**config.mk**
```make
export PLATFORM = sky130hd
export DESIGN_NAME = multicycle_controller
export DESIGN_NICKNAME = d
export VERILOG_FILES = /design/src/rtl/multicycle_controller_pkg.sv /design/src/rtl/multicycle_controller_wait_timer.sv /design/src/rtl/multicycle_controller.sv
export SDC_FILE = /design/constraint.sdc
export NUM_CORES = 1
export LEC_CHECK = 0
export ABC_AREA = 1
export CORE_ASPECT_RATIO = 0.9
export CORE_UTILIZATION = 31
export DETAILED_ROUTE_END_ITERATION = 6
export GPL_TIMING_DRIVEN = 1
export HOLD_SLACK_MARGIN = 0.12
export PLACE_DENSITY = 0.87
export RECOVER_POWER = 100
export SETUP_SLACK_MARGIN = 0.05
export SLEW_MARGIN = 15
export SYNTH_ARGS = -nofsm -noshare
export SYNTH_HDL_FRONTEND = slang
export SYNTH_SLANG_ARGS = --single-unit
```
**constraint.sdc**
```tcl
create_clock -name Clk -period 1 [get_ports Clk]
set_input_delay 0.1 -clock Clk [delete_from_list [all_inputs] [get_ports Clk]]
set_output_delay 0.1 -clock Clk [all_outputs]
set_load 0.02 [all_outputs]
```
**src/rtl/multicycle_controller_pkg.sv**
```systemverilog
// Shared definitions for the multicycle MIPS controller: opcodes, datapath
// select encodings and the FSM state type.
// Imported by multicycle_controller and mc_wait_timer.
package multicycle_controller_pkg;

   // Opcode field values (Instruction[31:26])
   localparam logic [5:0] OP_RTYPE = 6'b000000;
   localparam logic [5:0] OP_LW    = 6'b100011;
   localparam logic [5:0] OP_SW    = 6'b101011;
   localparam logic [5:0] OP_BEQ   = 6'b000100;
   localparam logic [5:0] OP_J     = 6'b000010;
   localparam logic [5:0] OP_ADDI  = 6'b001000;

   // ALUOp encodings
   localparam logic [1:0] ALUOP_ADD   = 2'b00;
   localparam logic [1:0] ALUOP_SUB   = 2'b01;
   localparam logic [1:0] ALUOP_FUNCT = 2'b10;

   // ALUSrcB encodings
   localparam logic [1:0] SRCB_REGB    = 2'b00;
   localparam logic [1:0] SRCB_FOUR    = 2'b01;
   localparam logic [1:0] SRCB_IMM     = 2'b10;
   localparam logic [1:0] SRCB_IMM_SH2 = 2'b11;

   // PCSource encodings
   localparam logic [1:0] PCSRC_ALU    = 2'b00;
   localparam logic [1:0] PCSRC_ALUOUT = 2'b01;
   localparam logic [1:0] PCSRC_JUMP   = 2'b10;

   typedef enum logic [3:0] {
      S_FETCH     = 4'd0,
      S_DECODE    = 4'd1,
      S_MEM_ADDR  = 4'd2,
      S_MEM_READ  = 4'd3,
      S_MEM_WB    = 4'd4,
      S_MEM_WRITE = 4'd5,
      S_R_EXEC    = 4'd6,
      S_R_WB      = 4'd7,
      S_ADDI_EXEC = 4'd8,
      S_ADDI_WB   = 4'd9,
      S_BRANCH    = 4'd10,
      S_JUMP      = 4'd11
   } state_t;

   // States that issue a memory access and may wait on MemReady
   function automatic logic is_mem_state(input state_t s);
      return (s == S_FETCH) || (s == S_MEM_READ) || (s == S_MEM_WRITE);
   endfunction

   function automatic logic is_legal_op(input logic [5:0] op);
      return (op == OP_RTYPE) || (op == OP_LW) || (op == OP_SW) ||
             (op == OP_BEQ) || (op == OP_J) || (op == OP_ADDI);
   endfunction

endpackage

```
**src/rtl/multicycle_controller_wait_timer.sv**
```systemverilog
// mc_wait_timer: counts consecutive not-ready cycles in a memory state and
// flags a timeout once WAIT_LIMIT wait cycles have elapsed (0 = never).
// Ports: Clk, Rst (sync, active-high), active (in memory state), ready
// (MemReady), timeout (combinational, only while active and not ready).
import multicycle_controller_pkg::*;

module mc_wait_timer #(
   parameter int WAIT_LIMIT = 15
) (
   input  logic Clk,
   input  logic Rst,
   input  logic active,
   input  logic ready,
   output logic timeout
);

   localparam int CW = (WAIT_LIMIT > 0) ? $clog2(WAIT_LIMIT + 1) : 1;
   localparam logic [CW-1:0] LIMIT_C = CW'(WAIT_LIMIT);

   logic [CW-1:0] count;

   // Ready on the limit cycle wins: timeout requires ready low.
   always_comb begin
      timeout = (WAIT_LIMIT != 0) && active && !ready && (count == LIMIT_C);
   end

   // Every way out of a memory state (ready, timeout, or not being in one)
   // clears the count; a timeout in FETCH stays in FETCH, so it clears too.
   always_ff @(posedge Clk) begin
      if (Rst || !active || ready || timeout || (WAIT_LIMIT == 0))
         count <= '0;
      else
         count <= count + CW'(1);
   end

endmodule

```
**src/rtl/multicycle_controller.sv**
```systemverilog
// multicycle_controller: FSM sequencing the multicycle MIPS datapath
// (fetch/decode/execute/memory/writeback), with memory-wait timeout.
// Ports: Clk, Rst (sync active-high), Instruction, MemReady, Zero in;
// all datapath selects/enables plus InstrDone, IllegalOp, MemFault out.
// Optional MC_PERF_CNT_EN adds CycleCount and InstrCount outputs.
import multicycle_controller_pkg::*;

module multicycle_controller #(
   parameter int WAIT_LIMIT = 15,
   parameter int CNT_W      = 32
) (
   input  logic        Clk,
   input  logic        Rst,
   input  logic [31:0] Instruction,
   input  logic        MemReady,
   input  logic        Zero,
   output logic        PCWrite,
   output logic        PCWriteCond,
   output logic        IorD,
   output logic        MemRead,
   output logic        MemWrite,
   output logic        IRWrite,
   output logic        MemtoReg,
   output logic        RegDst,
   output logic        RegWrite,
   output logic        ALUSrcA,
   output logic [1:0]  ALUSrcB,
   output logic [1:0]  ALUOp,
   output logic [1:0]  PCSource,
   output logic        InstrDone,
   output logic        IllegalOp,
   output logic        MemFault
`ifdef MC_PERF_CNT_EN
   ,
   output logic [CNT_W-1:0] CycleCount,
   output logic [CNT_W-1:0] InstrCount
`endif
);

   state_t     state;
   logic       is_sw;     // lw/sw choice captured in DECODE
   logic       timeout;
   logic [5:0] opcode;

   assign opcode = Instruction[31:26];

   // Branch outcome is resolved by the datapath (PCWriteCond & Zero), and
   // only the opcode field matters here.
   logic unused_inputs;
   assign unused_inputs = ^{Zero, Instruction[25:0]};

   mc_wait_timer #(.WAIT_LIMIT(WAIT_LIMIT)) u_wait_timer (
      .Clk     (Clk),
      .Rst     (Rst),
      .active  (is_mem_state(state)),
      .ready   (MemReady),
      .timeout (timeout)
   );

   always_ff @(posedge Clk) begin
      if (Rst) begin
         state <= S_FETCH;
         is_sw <= 1'b0;
      end else begin
         case (state)
            S_FETCH: begin
               if (MemReady) state <= S_DECODE;
               else          state <= S_FETCH;   // wait, or retry after timeout
            end
            S_DECODE: begin
               is_sw <= (opcode == OP_SW);
               case (opcode)
                  OP_RTYPE:     state <= S_R_EXEC;
                  OP_LW, OP_SW: state <= S_MEM_ADDR;
                  OP_BEQ:       state <= S_BRANCH;
                  OP_J:         state <= S_JUMP;
                  OP_ADDI:      state <= S_ADDI_EXEC;
                  default:      state <= S_FETCH;
               endcase
            end
            S_MEM_ADDR:  state <= is_sw ? S_MEM_WRITE : S_MEM_READ;
            S_MEM_READ: begin
               if (MemReady)     state <= S_MEM_WB;
               else if (timeout) state <= S_FETCH;
            end
            S_MEM_WRITE: begin
               if (MemReady || timeout) state <= S_FETCH;
            end
            S_R_EXEC:    state <= S_R_WB;
            S_ADDI_EXEC: state <= S_ADDI_WB;
            default:     state <= S_FETCH;   // all writeback/branch/jump states
         endcase
      end
   end

   always_comb begin
      PCWrite     = 1'b0;
      PCWriteCond = 1'b0;
      IorD        = 1'b0;
      MemRead     = 1'b0;
      MemWrite    = 1'b0;
      IRWrite     = 1'b0;
      MemtoReg    = 1'b0;
      RegDst      = 1'b0;
      RegWrite    = 1'b0;
      ALUSrcA     = 1'b0;
      ALUSrcB     = SRCB_REGB;
      ALUOp       = ALUOP_ADD;
      PCSource    = PCSRC_ALU;
      InstrDone   = 1'b0;
      IllegalOp   = 1'b0;
      MemFault    = 1'b0;
      if (!Rst) begin
         MemFault = timeout;
         case (state)
            S_FETCH: begin
               MemRead = 1'b1;
               ALUSrcB = SRCB_FOUR;
               IRWrite = MemReady;
               PCWrite = MemReady;
            end
            S_DECODE: begin
               ALUSrcB   = SRCB_IMM_SH2;
               IllegalOp = !is_legal_op(opcode);
               InstrDone = !is_legal_op(opcode);
            end
            S_MEM_ADDR, S_ADDI_EXEC: begin
               ALUSrcA = 1'b1;
               ALUSrcB = SRCB_IMM;
            end
            S_MEM_READ: begin
               MemRead = 1'b1;
               IorD    = 1'b1;
            end
            S_MEM_WB: begin
               RegWrite  = 1'b1;
               MemtoReg  = 1'b1;
               InstrDone = 1'b1;
            end
            S_MEM_WRITE: begin
               // Write strobe is withdrawn on the timeout cycle.
               MemWrite  = !timeout;
               IorD      = 1'b1;
               InstrDone = MemReady;
            end
            S_R_EXEC: begin
               ALUSrcA = 1'b1;
               ALUOp   = ALUOP_FUNCT;
            end
            S_R_WB: begin
               RegWrite  = 1'b1;
               RegDst    = 1'b1;
               InstrDone = 1'b1;
            end
            S_ADDI_WB: begin
               RegWrite  = 1'b1;
               InstrDone = 1'b1;
            end
            S_BRANCH: begin
               ALUSrcA     = 1'b1;
               ALUOp       = ALUOP_SUB;
               PCWriteCond = 1'b1;
               PCSource    = PCSRC_ALUOUT;
               InstrDone   = 1'b1;
            end
            S_JUMP: begin
               PCWrite   = 1'b1;
               PCSource  = PCSRC_JUMP;
               InstrDone = 1'b1;
            end
            default: ;
         endcase
      end
   end

`ifdef MC_PERF_CNT_EN
   always_ff @(posedge Clk) begin
      if (Rst) begin
         CycleCount <= '0;
         InstrCount <= '0;
      end else begin
         CycleCount <= CycleCount + CNT_W'(1);
         if (InstrDone) InstrCount <= InstrCount + CNT_W'(1);
      end
   end
`else
   localparam int unused_cnt_w = CNT_W;
`endif

endmodule
```
# After elaboration in Yosys (flattened, before gate mapping)
# Index checks and enable logic that the tools add are counted.
# op_classes
addsub	1
eq_ne	19
muxes	38
n_reduce_logical	27
# op_table
cell	count
$pmux W4 S7	1
$mux W1	24
$eq A4 B4 Y1 const B	5
$pmux W4 S5	1
$eq A4 B3 Y1 const B	4
$eq A6 B6 Y1 const B	2
$mux W4	3
$logic_or A1 B1 Y1	11
$eq A4 B2 Y1 const B	2
$pmux W2 S2	2
$reduce_or A2 Y1	4
$eq A6 B2 Y1 const B	1
$eq A6 B3 Y1 const B	1
$eq A6 B4 Y1 const B	1
$logic_not A6 Y1	1
$mux W2	3
$pmux W2 S3	1
$reduce_or A5 Y1	1
$add A4 B1 Y4 const B	1
$eq A4 B1 Y1 const B	1
$logic_not A1 Y1	4
$logic_not A4 Y1	1
$reduce_or A4 Y1	1
$mux W3	1
other kinds (7)	8
# word_totals
register_bits	9
input_bits	36
output_inout_bits	19
elab_cells	88

# Logic depth before layout (Yosys ltp)
# depth
depth_word	9
ltp_mapped	9
mapped_depth_nobuf	9

# Hierarchy
# From an unflattened synthesis, not the netlist that was laid out.
# hier_totals
cells_unflattened	151
area_unflattened_um2	863.3
# by_module_without_submodules
module	n_inst	cells_each	area_each_um2	seq_area_each_um2
multicycle_controller	1	123	650.6	100.1
mc_wait_timer	1	28	212.7	80.1

# Worst setup path after synthesis
# OpenSTA, ideal clock, no wires.
# synth_path
kind	reg-to-output
from	register state[3]
to	output IllegalOp
t_arrival_ns	1.348
required_time_ns	0.900
path_slack_ns	-0.448
stages_incl_launch_ff	4
n_path_buf	0
path_cell_list	dfxtp_1 -> nor2_4 -> nand2_2 -> nor4_1
# synth_between
elab_chain_len	3
# synth_lines
element	line_no	rtl
start: declaration	multicycle_controller.sv:40	state_t state;
start signal: assignment	multicycle_controller.sv:81	S_MEM_ADDR: state <= is_sw ? S_MEM_WRITE : S_MEM_READ;
$eq A4 B1 Y1	multicycle_controller.sv:115	case (state)
$mux W1	multicycle_controller.sv:115	
$mux W1	multicycle_controller.sv:113	if (!Rst) begin
end: declaration	multicycle_controller.sv:31	output logic IllegalOp,
# No other way between the ends.

# Worst setup path after layout
# layout_path
from	register state[3]
to	output MemWrite
# layout_between
elab_chain_len	8
word_cells_on_any_way	10
cone_classes	eq/ne: 2; mux: 2; reduce/logical: 6
# layout_lines
element	line_no	rtl
$eq A4 B2 Y1 or $logic_not A4 Y1 (tied branches)	multicycle_controller_pkg.sv:47	return (s == S_FETCH) || (s == S_MEM_READ) || (s == S_MEM_WRITE);
$logic_or A1 B1 Y1 (2 in series)	multicycle_controller_pkg.sv:47	
$logic_and A1 B1 Y1 (2 in series)	multicycle_controller_wait_timer.sv:24	timeout = (WAIT_LIMIT != 0) && active && !ready && (count == LIMIT_C);
$logic_not A1 Y1	multicycle_controller.sv:142	MemWrite = !timeout;
$mux W1 (*)	multicycle_controller.sv:115	
$mux W1 (*)	multicycle_controller.sv:113	
end: declaration	multicycle_controller.sv:21	output logic MemWrite,
# Mark *: on every way between the ends. The rest lies on a longest branch, timed or not.

==> impl_metrics.tcl <==
set metrics [dict create \
    power_mw 1.03 \
    drive_gt1_share_pct 65.7 \
    clk_pin_slew_ns 0.06 \
    r2r_start "state[3]" \
    syn_to_final_growth_pct 120 \
    ctsHtreeMaxLevel 1 \
    port_buffers 27 \
    drtIter0Drc 29 \
    finalInstanceArea_um2 1690 \
    period_needed_ns 1.55 \
    synth_xor_area_share_pct 2.28 \
    synth_simple_gate_area_share_pct 51.1 \
    dp.final_hpwl_um 2130 \
    holdBufCountCts 0 \
    die_area_um2 2680 \
    yosys-mux-area-fraction_pct 0 \
    rows 16 \
    hold_viol_final 0 \
    finalCritPeriodShare_pct 155 \
    multi_input_area_um2 734 \
    nFillCells 170 \
    crit_path_cell_trace "nor2_4, nand3_2, nand2_2, nand3_4, nand2_2, nor2_4, buf_6" \
    ys_types 25 \
    worstMarginPinSlew_ns 0.241 \
    finalSetupViolations 28 \
    synth_compound_area_share_pct 8.31 \
    core_um2 2260 \
    crit_family "simple AND/OR/NAND/NOR gates" \
    critPathMaxStageDelay_ns 0.37 \
    finClkSkew_ns 0.000803 \
    post-route-drc-count 0 \
    cts-buffers-inserted 3 \
    violations "setup timing" \
    relSlewSlack_pct 83.9 \
    holdWs_ns 0.321 \
    diodes 0 \
    ant_nets 0 \
    crit_start "state[3]" \
    path_class "reg2out" \
    rrSetupSlack_ns -0.37 \
    die_x_um 54.5 \
    power_density_nw_per_um2 607 \
    setup_tns_ns -10.12 \
    required_ns 0.90 \
    pwr-share-comb_pct 37.4 \
    path_max_fanout 5 \
    vias 1119 \
    synth.avg_cell_area_um2 5.82 \
    rsz0062_at_grt "true" \
    grt_pass1_wl_um 4740 \
    synthAdderAreaFrac_pct 1.63 \
    end_kind "output port" \
    ys_warn_count 0 \
    ys_seq_elements 9 \
    gp_congestion 0.812 \
    grt_overflow_total 0 \
    postRouteWirelength_um 2920 \
    syn_nets 169 \
    intPower_mw 0.693 \
    cap_violations 0 \
    startpoint_type "flip-flop" \
    slowest_stage "dfxtp_4" \
    cts.sinks 9 \
    cts_tree "done" \
    viasPerCell 4.84 \
    clkPwrFrac_pct 26.5 \
    synth_cells 132 \
    slew_violations 0 \
    grt_pass1_vias 1145 \
    worstHoldPathType "in2reg" \
    hp-start "Instruction[29]" \
    max_freq_mhz 646 \
    start_util_pct 34.0 \
    grt_max_degree 7 \
    seqCellArea_um2 195 \
    antenna_found_initial 0 \
    wl_per_cell_um 12.6 \
    syn_area_um2 768 \
    seqPwrFrac_pct 36.1 \
    drtPass1Iterations 4 \
    clk_latency_ns 0.25 \
    ios 55 \
    postPlaceCellArea_um2 1490 \
    p_sw_mw 0.334 \
    finalNetCount 242 \
    grt_usage_pct 24.5 \
    worstPathArrival_ns 1.45 \
    synth_top_family_by_area "simple AND/OR/NAND/NOR gates" \
    ys_seq_area_share_pct 23.5 \
    final.setup.worst_slack_ns -0.547 \
    critical_path_buf_inv_count 1 \
    cts.path.max_buffers 2 \
    ir_drop_uv 645 \
    cts_root_buffer "clkbuf_4" \
    swShare_pct 32.5 \
    die_h_um 49.2 \
    status "finished with violations" \
    leakagePower_nw 0.865 \
]
kinds of logic (layout without fill, tap and decap cells):
group,Yosys count,after routing
AOI/OAI and AO/OA,12,12
xor gates and xnor gates,2,2
adders and majority gates,1,1
buffers and inverters,26,98
DFF,9,9
and+or+nand+nor,82,82
through the flow:
stage          instances  setup slack [ns]  utilization (%)
3_3_place_gp         219            -0.875             65.9
5_1_grt              231            -0.587             74.8
6_report             231            -0.547             74.8
2_1_floorplan        132            -0.128                -
3_5_place_dp         219            -0.946             65.9
4_1_cts              232            -0.506             74.1
power by group through the flow:
stage	Sequential, mW	Combinational (mW)	Clock, mW
2_1_floorplan	0.378	0.166	0
3_3_place_gp	0.378	0.321	0
3_5_place_dp	0.379	0.332	0
4_1_cts	0.369	0.383	0.281
5_1_grt	0.372	0.413	0.294
6_report	0.371	0.384	0.273
metal layers:
metal / part of all wire (%) / track usage (%)
met1: 41 / 27.6
met2: 53 / 42.9
met3: 3.2 / 1.87
met4: 2.7 / 14.1
met5: 0 / 0
state kept, by name, summed over array words and instances, names as in the netlist:
signal,flops
is_sw,1
u_wait_timer.count,4
state,4
Yosys cell counts (all sizes together):
master	count	share of area [%]
nor2	31	18
nand2	29	15
inv	23	11
nand3	14	10
dfxtp	9	23
a21oi	6	3.9
o21ai	4	2.6
nand4	3	3.3
nor3	3	2.0
clkbuf	2	0.98
a31oi	1	0.81
buf	1	0.98
ha	1	1.6
nand3b	1	1.5
nor4	1	0.81
o211ai	1	0.98
xnor2	1	1.1
xor2	1	1.1
layout make-up:
cell class	instances	share of cell area (%)
inverters	23	5.69
clock buffers	4	1.55
repair buffers	71	35.8
well taps	27	2.00
multi-input cells	97	43.4
flip-flops and latches	9	11.5
what timing repair did:
action,CTS,global route
resized for setup,137,17
pin swaps,20,6
endpoints found under the setup margin,28,28
setup buffers,10,2
worst reg2reg max path, stage by stage, from the launching register on:
cell and delay (ns):
dfxtp_4 0.37, nor2_4 0.21, buf_4 0.15, nand2_2 0.06, buf_4 0.14, o21ai_1 0.12
a21oi_1 0.09, a21oi_1 0.16
cell usage in the layout, fill, tap and decap left out, drive strengths merged, types with 2 or more instances in the layout:
| cell | netlist | routed |
|---|---|---|
| buf | 1 | 63 |
| nor2 | 31 | 31 |
| nand2 | 29 | 29 |
| inv | 23 | 23 |
| nand3 | 14 | 14 |
| dfxtp | 9 | 9 |
| dlygate4sd2 | 0 | 6 |
| a21oi | 6 | 6 |
| clkbuf | 2 | 4 |
| o21ai | 4 | 4 |
| nand4 | 3 | 3 |
| nor3 | 3 | 3 |
| clkdlybuf4s50 | 0 | 2 |
path summary, 6_finish.rpt:
path	end	depth (start not counted)
worst max-delay path	MemWrite	7
worst min-delay path	is_sw	3
worst max register to register	state[1]	7
worst min register to register	is_sw	2
(Power assumes the default switching activity.)
==> edit 1, RTL diff (same settings) <==
The 12 states of `state_t` get a one-hot encoding in 12 bits.
--- a/src/rtl/multicycle_controller_pkg.sv
+++ b/src/rtl/multicycle_controller_pkg.sv
@@ -28,17 +28,17 @@
    localparam logic [1:0] PCSRC_JUMP   = 2'b10;
 
-   typedef enum logic [3:0] {
-      S_FETCH     = 4'd0,
-      S_DECODE    = 4'd1,
-      S_MEM_ADDR  = 4'd2,
-      S_MEM_READ  = 4'd3,
-      S_MEM_WB    = 4'd4,
-      S_MEM_WRITE = 4'd5,
-      S_R_EXEC    = 4'd6,
-      S_R_WB      = 4'd7,
-      S_ADDI_EXEC = 4'd8,
-      S_ADDI_WB   = 4'd9,
-      S_BRANCH    = 4'd10,
-      S_JUMP      = 4'd11
+   typedef enum logic [11:0] {
+      S_FETCH     = 12'b000000000001,
+      S_DECODE    = 12'b000000000010,
+      S_MEM_ADDR  = 12'b000000000100,
+      S_MEM_READ  = 12'b000000001000,
+      S_MEM_WB    = 12'b000000010000,
+      S_MEM_WRITE = 12'b000000100000,
+      S_R_EXEC    = 12'b000001000000,
+      S_R_WB      = 12'b000010000000,
+      S_ADDI_EXEC = 12'b000100000000,
+      S_ADDI_WB   = 12'b001000000000,
+      S_BRANCH    = 12'b010000000000,
+      S_JUMP      = 12'b100000000000
    } state_t;
 
Behaviour: no difference found for any inputs over 10 cycles, from zero or initial values and one cycle with Rst high; not proved beyond that.
==> edit 1 against the unedited design <==
  * Utilization fell by 0.26 points
  * Cell area rose by 54%
  * Synthesized area rose by 53%
  * Non-clock buffer count rose by 18
  * Global-route usage barely moved
  * The run still ends with setup timing left
  * Critical path type unchanged
  * Setup slack got worse by 0.26 ns
  * Critical path depth rose by 1
  * Wire length rose by 82%
  * Sequential cell count rose by 8
  * Hold slack improved by 0.14 ns
  * Power rose by 78%
  * Via count rose by 49%
  * Largest power group is now sequential cells
  * Register-to-register slack got worse by 0.29 ns
  * Sequential power rose by 86%
==> edit 1: results <==
{
  "regArea_um2": 367,
  "status": "finished with violations",
  "tns_ns": -22.66,
  "final_layout_size_suffix_gt1_share_pct": 62.4,
  "clock_area_share_pct": 1.77,
  "tightest_slew_ns": 0.313,
  "grt_max_degree": 11,
  "clock_sinks": 17,
  "synthXorXnorAreaFrac_pct": 1.49,
  "r2r-start": "state[5]$_SDFFE_PP0P_",
  "cts_root_buf": "clkbuf_8",
  "r2r_cells": 13,
  "p_comb_uw": 602,
  "seq_area_frac_synth_pct": 28.9,
  "synth_compound_area_share_pct": 6.27,
  "multiInputGateArea_um2": 1140,
  "crit_path_max_incr_delay_ns": 0.35,
  "bufAreaShareNonClock_pct": 32.3,
  "via_per_inst": 5.03,
  "clk_pin_slew_ns": 0.08,
  "ys_top_cells_by_area": "dfxtp_1 (29%), inv_1 (13%), nand2_1 (12%), nor2_1 (12%), nand3_1 (6.0%)",
  "fin_ws_ns": -0.803,
  "wl_per_cell_um": 16.1,
  "n_all_inverters": 43,
  "grt_pass1_vias": 1674,
  "setup_viol": 36,
  "p_leak_uw": 0.00124,
  "p_total_uw": 1830,
  "met1_length_um": 2090,
  "cp_max_fo": 3,
  "grt_use_total_pct": 24.5,
  "pre_cts_ws_ns": -1.00,
  "p_int_uw": 1230,
  "wl_met3_um": 288,
  "place_congestion": 0.881,
  "use_met2_pct": 46.2,
  "reg2reg_to": "state[0]$_SDFFE_PP1P_",
  "fillerInstances": 227,
  "multi_input_gates": 134,
  "wl_met2_um": 2700,
  "grt_pass1_wl_um": 7310,
  "grt_use_met3_pct": 4.32,
  "grt_util_met1_pct": 26.8,
  "synth_cell_types": 24,
  "failed_checks": "setup timing",
  "pwr-share-clk_pct": 29.3,
  "ir_worst_vdd_mv": 0.782,
  "synthAdderAreaFrac_pct": 1.06,
  "reg2reg_setup_slack_ns": -0.66
}
==> edit 1: stage by stage <==
step | util (%) | area (um^2) | std cells
after floorplan | - | 1370 | 198
after global placement | 58.4 | 2050 | 311
after detailed placement | 58.4 | 2050 | 311
after CTS | 66.5 | 2330 | 322
after global routing | 74.6 | 2610 | 331
final | 74.6 | 2610 | 331
==> edit 1: worst max path at each step <==
stage	startpoint	end	slack (ns)
3_5_place_dp	Instruction[28]	IllegalOp	-1.00
5_1_grt	state[11]$_SDFFE_PP0P_	InstrDone	-0.89
3_3_place_gp	Instruction[28]	IllegalOp	-0.93
2_1_floorplan	state[9]$_SDFFE_PP0P_	MemFault	-0.35
4_1_cts	state[3]$_SDFFE_PP0P_	MemFault	-0.71
6_report	state[8]$_SDFFE_PP0P_	InstrDone	-0.80
==> edit 1: what timing repair did <==
item / 4_1_cts / 5_1_grt
gates cloned: 1 / 0
endpoints found under the setup margin: 36 / 36
resized for setup: 152 / 56
pin swaps: 18 / 27
buffers inserted: 7 / 12
==> edit 2, RTL diff (same flow settings) <==
Without the edit above. Build with the macro `MC_PERF_CNT_EN` defined.
--- a/src/rtl/multicycle_controller.sv
+++ b/src/rtl/multicycle_controller.sv
@@ -4,4 +4,6 @@
 // all datapath selects/enables plus InstrDone, IllegalOp, MemFault out.
 // Optional MC_PERF_CNT_EN adds CycleCount and InstrCount outputs.
+`define MC_PERF_CNT_EN
+
 import multicycle_controller_pkg::*;
 
Function (old outputs only; new: CycleCount and InstrCount): kept (Yosys induction, for registers that start in step).
==> edit 2 against the unedited design <==
  * The run ends with DRC, setup timing left
  * Power rose to 7.4 times the old value
  * Sequential cell count up 64
  * Synthesized area rose to 5.9 times the old value
  * Highest routed layer unchanged
  * Critical path type is now flip-flop to flip-flop
  * Cell count grew to 5.5 times the old value
  * Synthesized cell count rose to 5.7 times the old value
  * Combinational power rose to 3.2 times the old value
  * Setup slack got worse by 0.52 ns
  * Wire length grew to 9.2 times the old value
  * Cell area increased to 5.9 times the old value
  * Critical path depth is 4 higher
==> edit 2: results <==
{
  "status": "finished with violations",
  "failed_checks": "DRC, setup timing",
  "setup_viol": 141,
  "r2r-start": "state[0]$_SDFFE_PP0P_",
  "antenna_found_initial": 1,
  "ir_worst_vdd_mv": 0.959,
  "grt_pass1_wl_um": 33300,
  "grt_use_met3_pct": 7.86,
  "wl_met2_um": 12600,
  "postPlaceCellArea_um2": 7410,
  "use_met2_pct": 49.2,
  "via_per_inst": 5.70,
  "cp_max_fo": 8,
  "crit_path_max_incr_delay_ns": 0.40,
  "cts_root_buf": "clkbuf_16",
  "seq_power_uw": 2880,
  "fillerInstances": 859,
  "remaining_drc_errors": 73,
  "p_leak_uw": 0.00413,
  "grt_pass1_vias": 6874,
  "fin_ws_ns": -1.06,
  "ys_top_cells_by_area": "dfxtp_1 (32%), nand2_1 (19%), nor2_1 (9.7%), nand3_1 (7.4%), inv_1 (6.5%)",
  "whs_ns": 0.282,
  "post_synth.cell_area_avg_um2": 6.10,
  "numCtsBuffers": 9,
  "dp.cells": 1189,
  "top_regs": "CycleCount x32, InstrCount x32",
  "tightest_slew_ns": 0.625,
  "hpwl_um": 11900,
  "seq_area_frac_synth_pct": 32.1,
  "nets": 1115,
  "place_congestion": 0.909,
  "grt_use_total_pct": 28.8
}
## edit 2: cell count changes in the layout (fill, tap and decap cells not counted), sizes merged, moves of 6 or more
cell,delta
buf,+268
nand2,+202
nor2,+93
dfxtp,+64
inv,+58
nand3,+55
a21oi,+53
o21ai,+17
nor3,+14
nand4,+10
xnor2,+10
clkbuf,+8
dlygate4sd2,-6
## edit 2: cells by family (layout without fill, tap and decap cells)
group	count (synthesis)	count (layout)	share of synthesized area, %
and+or+nand+nor	466	466	43.9
buffers and inverters	103	438	10.4
AOI/OAI and AO/OA	86	86	9.85
DFF	73	73	32.1
xor gates and xnor gates	15	15	2.89
adders and majority gates	3	3	0.825
## edit 2: cell type report
class	count	area (um^2)	share of cell area, %
timing repair buffer	339	3470	34.6
multi-input combinational	570	4030	40.1
inverter	83	355	3.54
sequential	73	1650	16.4
tap	193	241	2.40
clock inverter	5	55.1	0.548
clock buffer	11	243	2.42
